<file path="src/rtl/ctrl_pkg.sv">
// rtl/ctrl_pkg.sv - opcode/funct constants, ALU encoding and control bundle for the RV32I-subset decoder
package ctrl_pkg;

   localparam logic [6:0] OP_R     = 7'b0110011;
   localparam logic [6:0] OP_IMM   = 7'b0010011;
   localparam logic [6:0] OP_LOAD  = 7'b0000011;
   localparam logic [6:0] OP_STORE = 7'b0100011;
   localparam logic [6:0] OP_LUI   = 7'b0110111;

   localparam logic [2:0] F3_ADD = 3'b000;
   localparam logic [2:0] F3_SLL = 3'b001;
   localparam logic [2:0] F3_LW  = 3'b010;
   localparam logic [2:0] F3_SW  = 3'b010;
   localparam logic [2:0] F3_XOR = 3'b100;
   localparam logic [2:0] F3_SRL = 3'b101;
   localparam logic [2:0] F3_OR  = 3'b110;
   localparam logic [2:0] F3_AND = 3'b111;

   localparam logic [6:0] F7_ADD = 7'b0000000;
   localparam logic [6:0] F7_SUB = 7'b0100000;

   typedef logic [2:0] alu_ctrl_t;

   localparam alu_ctrl_t ALU_ADD = 3'b000;
   localparam alu_ctrl_t ALU_SUB = 3'b001;
   localparam alu_ctrl_t ALU_AND = 3'b010;
   localparam alu_ctrl_t ALU_XOR = 3'b011;
   localparam alu_ctrl_t ALU_SLL = 3'b100;
   localparam alu_ctrl_t ALU_OR  = 3'b101;
   localparam alu_ctrl_t ALU_SRL = 3'b110;

   typedef struct packed {
      logic      reg_write;
      alu_ctrl_t alu_ctrl;
      logic      mem_write;
      logic      wd_src;
      logic      imm_reg;
      logic      alu_src;
      logic      mem_to_reg;
   } ctrl_t;

   localparam ctrl_t CTRL_NOP = '0;

endpackage

</file>
<file path="src/rtl/alu_decoder.sv">
// rtl/alu_decoder.sv - maps Funct3/Funct7 to the ALU operation for R-type and I-type ALU instructions
module alu_decoder
   import ctrl_pkg::*;
(
   input  logic [2:0] funct3_i,
   input  logic [6:0] funct7_i,
   input  logic       is_rtype_i,
   output alu_ctrl_t  alu_ctrl_o,
   output logic       valid_o
);

   always_comb begin
      alu_ctrl_o = ALU_ADD;
      valid_o    = 1'b1;
      case (funct3_i)
         F3_ADD: begin
            // Funct7 only matters for R-type ADD/SUB; I-type ADDI never reads it
            if (is_rtype_i) begin
               if (funct7_i == F7_SUB)      alu_ctrl_o = ALU_SUB;
               else if (funct7_i != F7_ADD) valid_o    = 1'b0;
            end
         end
         F3_AND:  alu_ctrl_o = ALU_AND;
         F3_XOR:  alu_ctrl_o = ALU_XOR;
         F3_SLL:  alu_ctrl_o = ALU_SLL;
         F3_OR:   alu_ctrl_o = ALU_OR;
         F3_SRL:  alu_ctrl_o = ALU_SRL;
         default: valid_o    = 1'b0;
      endcase
   end

endmodule

</file>
<file path="src/rtl/control_unit.sv">
// rtl/control_unit.sv - registered main decoder; CTRL_ILLEGAL_FLAG_EN adds the IllegalInsn output
module control_unit
   import ctrl_pkg::*;
#(
   parameter int ALU_CTRL_W = 3
) (
   input  logic                  clk,
   input  logic                  rst_n,
   input  logic [6:0]            Funct7,
   input  logic [2:0]            Funct3,
   input  logic [6:0]            Opcode,
   output logic                  RegWrite,
   output logic [ALU_CTRL_W-1:0] ALUControl,
   output logic                  MemWrite,
   output logic                  WDSrc,
   output logic                  ImmReg,
   output logic                  ALUSrc,
   output logic                  MemToReg
`ifdef CTRL_ILLEGAL_FLAG_EN
   ,
   output logic                  IllegalInsn
`endif
);

   alu_ctrl_t alu_ctrl;
   logic      alu_valid;
   logic      is_rtype;
   logic      illegal_d;
   ctrl_t     ctrl_dec;
   ctrl_t     ctrl_d;
   ctrl_t     ctrl_q;
`ifdef CTRL_ILLEGAL_FLAG_EN
   logic      illegal_q;
`endif

   assign is_rtype = (Opcode == OP_R);

   alu_decoder u_alu_decoder (
      .funct3_i   (Funct3),
      .funct7_i   (Funct7),
      .is_rtype_i (is_rtype),
      .alu_ctrl_o (alu_ctrl),
      .valid_o    (alu_valid)
   );

   // Each branch reads only the fields its format defines, so X elsewhere stays out
   always_comb begin
      ctrl_dec  = CTRL_NOP;
      illegal_d = 1'b0;
      case (Opcode)
         OP_R: begin
            ctrl_dec.reg_write = 1'b1;
            ctrl_dec.alu_ctrl  = alu_ctrl;
            ctrl_dec.wd_src    = 1'b1;
            ctrl_dec.alu_src   = 1'b1;
            illegal_d          = !alu_valid;
         end
         OP_IMM: begin
            ctrl_dec.reg_write = 1'b1;
            ctrl_dec.alu_ctrl  = alu_ctrl;
            ctrl_dec.wd_src    = 1'b1;
            illegal_d          = !alu_valid;
         end
         OP_LOAD: begin
            if (Funct3 == F3_LW) begin
               ctrl_dec.reg_write  = 1'b1;
               ctrl_dec.wd_src     = 1'b1;
               ctrl_dec.mem_to_reg = 1'b1;
            end else begin
               illegal_d = 1'b1;
            end
         end
         OP_STORE: begin
            if (Funct3 == F3_SW) begin
               ctrl_dec.mem_write = 1'b1;
               ctrl_dec.wd_src    = 1'b1;
               ctrl_dec.imm_reg   = 1'b1;
            end else begin
               illegal_d = 1'b1;
            end
         end
         OP_LUI: begin
            ctrl_dec.reg_write = 1'b1;
         end
         default: illegal_d = 1'b1;
      endcase
      ctrl_d = illegal_d ? CTRL_NOP : ctrl_dec;
   end

   always_ff @(posedge clk or negedge rst_n) begin
      if (!rst_n) begin
         ctrl_q    <= CTRL_NOP;
`ifdef CTRL_ILLEGAL_FLAG_EN
         illegal_q <= 1'b0;
`endif
      end else begin
         ctrl_q    <= ctrl_d;
`ifdef CTRL_ILLEGAL_FLAG_EN
         illegal_q <= illegal_d;
`endif
      end
   end

   assign RegWrite   = ctrl_q.reg_write;
   assign ALUControl = ctrl_q.alu_ctrl;
   assign MemWrite   = ctrl_q.mem_write;
   assign WDSrc      = ctrl_q.wd_src;
   assign ImmReg     = ctrl_q.imm_reg;
   assign ALUSrc     = ctrl_q.alu_src;
   assign MemToReg   = ctrl_q.mem_to_reg;
`ifdef CTRL_ILLEGAL_FLAG_EN
   assign IllegalInsn = illegal_q;
`endif

endmodule

</file>
<file path="config.mk">
export PLATFORM = sky130hd
export DESIGN_NAME = control_unit
export DESIGN_NICKNAME = d
export VERILOG_FILES = /design/src/rtl/ctrl_pkg.sv /design/src/rtl/alu_decoder.sv /design/src/rtl/control_unit.sv
export SDC_FILE = /design/constraint.sdc
export NUM_CORES = 1
export LEC_CHECK = 0
export ABC_CLOCK_PERIOD_IN_PS = 800
export BUFFER_PORTS_ARGS = -buffer_cell sky130_fd_sc_hd__buf_2
export CAP_MARGIN = 0
export CORE_UTILIZATION = 25
export DETAILED_ROUTE_END_ITERATION = 16
export SYNTH_ARGS = -nofsm -noshare
export SYNTH_HDL_FRONTEND = slang
export SYNTH_SLANG_ARGS = --single-unit
</file>
<file path="constraint.sdc">
create_clock -name clk -period 0.8 [get_ports clk]
set_input_delay 0.04 -clock clk [delete_from_list [all_inputs] [get_ports clk]]
set_output_delay 0.04 -clock clk [all_outputs]
set_load 0.1 [all_outputs]
</file>
==> flow_summary_export.csv <==
group,metric,value,unit
synth,synth_cell_types,22,
worst_setup_path,cp-startpoint,"Funct7[3]",
global_route,grt_max_degree,9,
synth,yosysWarnings,0,
global_route,grt_pass1_wl,1770,µm
final_layout,fin_nets,97,
route,highest_layer,"met4",
die,die_h,43.7,µm
final_layout,antenna_cells,0,
synth,syn-cell-area,434,µm²
route,post-route-drc-count,2,
timing,fmaxAchievable,1.02,GHz
timing,drv_slew,0,
worst_setup_path,critPathLaunchType,"primary input",
hold_path,min_path_type,"in2reg",
route,wl_met1,348,µm
power,powerDensity,1050,nW/µm²
clock_tree,numClockSinks,8,
worst_setup_path,cp-endpoint,"ALUControl[0]",
clock_tree,cts_tree,"built",
timing,rsz0062_at_grt,"yes",
final_layout,synthToLayoutAreaGrowth,101,%
route,viasPerCell,4.83,
run_status,violations,"DRC, setup timing",
route,drtIter0Drc,9,
clock_tree,htree_num_levels,1,
route,vias,449,
synth,ys_seq_area_frac,0.461,
route,post_drt_wl_per_cell,11.5,µm
die,io_pins,28,
route,drt-total-wl,1070,µm
placement,place_congestion,0.799,
worst_setup_path,worstPathRequired,960,ps
clock_tree,cts_buffer_depth,2,
synth,synth.area.top_cells,"dfrtp_1 (46%), nand4bb_4 (6.3%), nor4_4 (4.9%), nand3b_4 (4.6%), nor3_2 (4.6%)",
timing,fin_crit_sh,1.22,
timing,worst_pin_slew,288,ps
power,p_leak,0.390,nW
route,met3_length,75,µm
route,wl_met2,637,µm
global_route,grt_pass1_vias,467,
final_layout,fin_cells,93,
flow_run,drv_cap,0,
timing,slew_headroom,0.807,
placement,hpwl,911,µm
synth,synth.net_count,56,
global_route,grt_overflow_total,0,
clock_tree,cts_root_buffer,"clkbuf_4",
timing,timing.final.ws_setup,-176,ps
placement,port_buffers,27,
placement,place_ws,-403,ps
die,core,1560,µm²
global_route,antenna_found_initial,0,
worst_setup_path,worst_setup_path_end_kind,"register",
final_layout,nFillCells,144,
timing,layout_min_cycle_time,976,ps
power,peakVddDrop,0.355,mV
worst_setup_path,crit_fanout,2,
clock_tree,cts_buffers,3,
route,dr.pass1.iters,10,
placement,placed_cells,88,
synth,ys_ff_latch,8,
timing,finalSetupViolCount,14,
die,start_util,0.278,
hold_path,min_path_cells,3,
worst_setup_path,arrival,1140,ps
run_status,status,"finished with violations",
synth,synth_top_area_cell,"dfrtp_1",
synth,synth_top_area_share,0.461,
die,fp.dieW,43.7,µm
global_route,grt_usage,0.131,
clock_tree,clk_pin_slew_worst_paths,50,ps
timing,finalHoldViolations,0,
final_layout,drive_gt1_frac,0.727,
worst_setup_path,worstSetupPathType,"in2reg",
die,rows,14,
power,power,0.915,mW
synth,synthCells,37,
die,die_area,1910,µm²
synth,syn_area_per_cell,11.7,µm²
route,antenna_left,0,
[repair_timing]
item	CTS	global route
hold buffers	1	0
hold endpoints to repair	8	0
resized for setup	3	4
endpoints found under the setup margin	14	15
pin swaps	1	0
buffers inserted	0	0
[stage by stage]
step | setup TNS, ps | instance area, µm² | hold WS [ps] | utilization
after floorplan | -1320 | 445 | -256 | -
after global placement | -2070 | 796 | -121 | 0.510
after detailed placement | -2220 | 796 | -118 | 0.510
after CTS | -1350 | 852 | 61.2 | 0.547
after global routing | -1650 | 873 | 72.5 | 0.560
final | -1230 | 873 | 70.5 | 0.560
[routing by layer]
layer / up-vias / track usage
li1: 214 / -
met1: 213 / 0.113
met2: 20 / 0.245
met3: 2 / 0.0333
met4: 0 / 0.106
met5: - / 0
[cells in the final DEF (no fill, tap or decap), drive strengths merged]
| cell type | instances |
|---|---|
| a2bb2oi | 1 |
| o21ai | 1 |
| nand2b | 2 |
| or3 | 1 |
| or4 | 2 |
| a31oi | 1 |
| a21oi | 2 |
| and3 | 1 |
| nand3 | 1 |
| inv | 3 |
| buf | 36 |
| clkbuf | 4 |
| nor3 | 4 |
| nand3b | 1 |
| nor2 | 3 |
| dfrtp | 8 |
| dlygate4sd3 | 1 |
| nor4 | 3 |
| nand4bb | 1 |
| nor3b | 1 |
[where the power goes]
part | total [mW] | internal (mW) | switching, mW
sequential | 0.410 | 0.408 | 0.00194
clock | 0.313 | 0.190 | 0.123
combinational | 0.192 | 0.0973 | 0.0947
[how the worst min path moves through the flow]
stage | startpoint | to | slack [ps]
finish | Funct3[0] | ALUControl[0] | 70
global route | Funct3[0] | ALUControl[0] | 70
CTS | Funct3[0] | ALUControl[0] | 60
detailed placement | rst_n | ALUControl[0] | -120
global placement | rst_n | ALUControl[0] | -120
floorplan | rst_n | ALUControl[0] | -260
[synthesized netlist by cell type (all sizes together)]
cell     count
nor3b        1
and3         1
or4          2
nor4         3
nand2b       2
a21oi        2
nand4bb      1
nor2         3
inv          3
nand3        1
a2bb2oi      1
o21ai        1
buf          1
nor3         4
dfrtp        8
or3          1
nand3b       1
a31oi        1
[registers in the layout, summed over array words and instances, names as in the netlist]
name	cells
ALUControl	3
ALUSrc	1
ImmReg	1
MemToReg	1
RegWrite	1
WDSrc	1
[cell families (layout without fill, tap and decap cells)]
logic type,after synthesis,after routing,share of synthesized area
buffers and inverters,4,44,0.0432
AND/OR/NAND/NOR,20,20,0.427
flip-flops,8,8,0.461
AO/OA/AOI/OAI,5,5,0.0692
[critical path, stage by stage]
cell and delay, ps:
buf_6 90, or4_4 530, nor4_4 220, a31oi_1 140, nor3_2 120
[layout make-up]
| type | instances | area (µm²) | share of cell area |
|---|---|---|---|
| Sequential cell | 8 | 211 | 0.242 |
| Timing Repair Buffer | 37 | 360 | 0.413 |
| Tap cell | 16 | 20.0 | 0.0229 |
| Clock buffer | 4 | 26.3 | 0.0301 |
| Inverter | 3 | 11.3 | 0.0129 |
| Multi-Input combinational cell | 25 | 244 | 0.279 |
No activity file was read; power rests on OpenSTA's default activity.
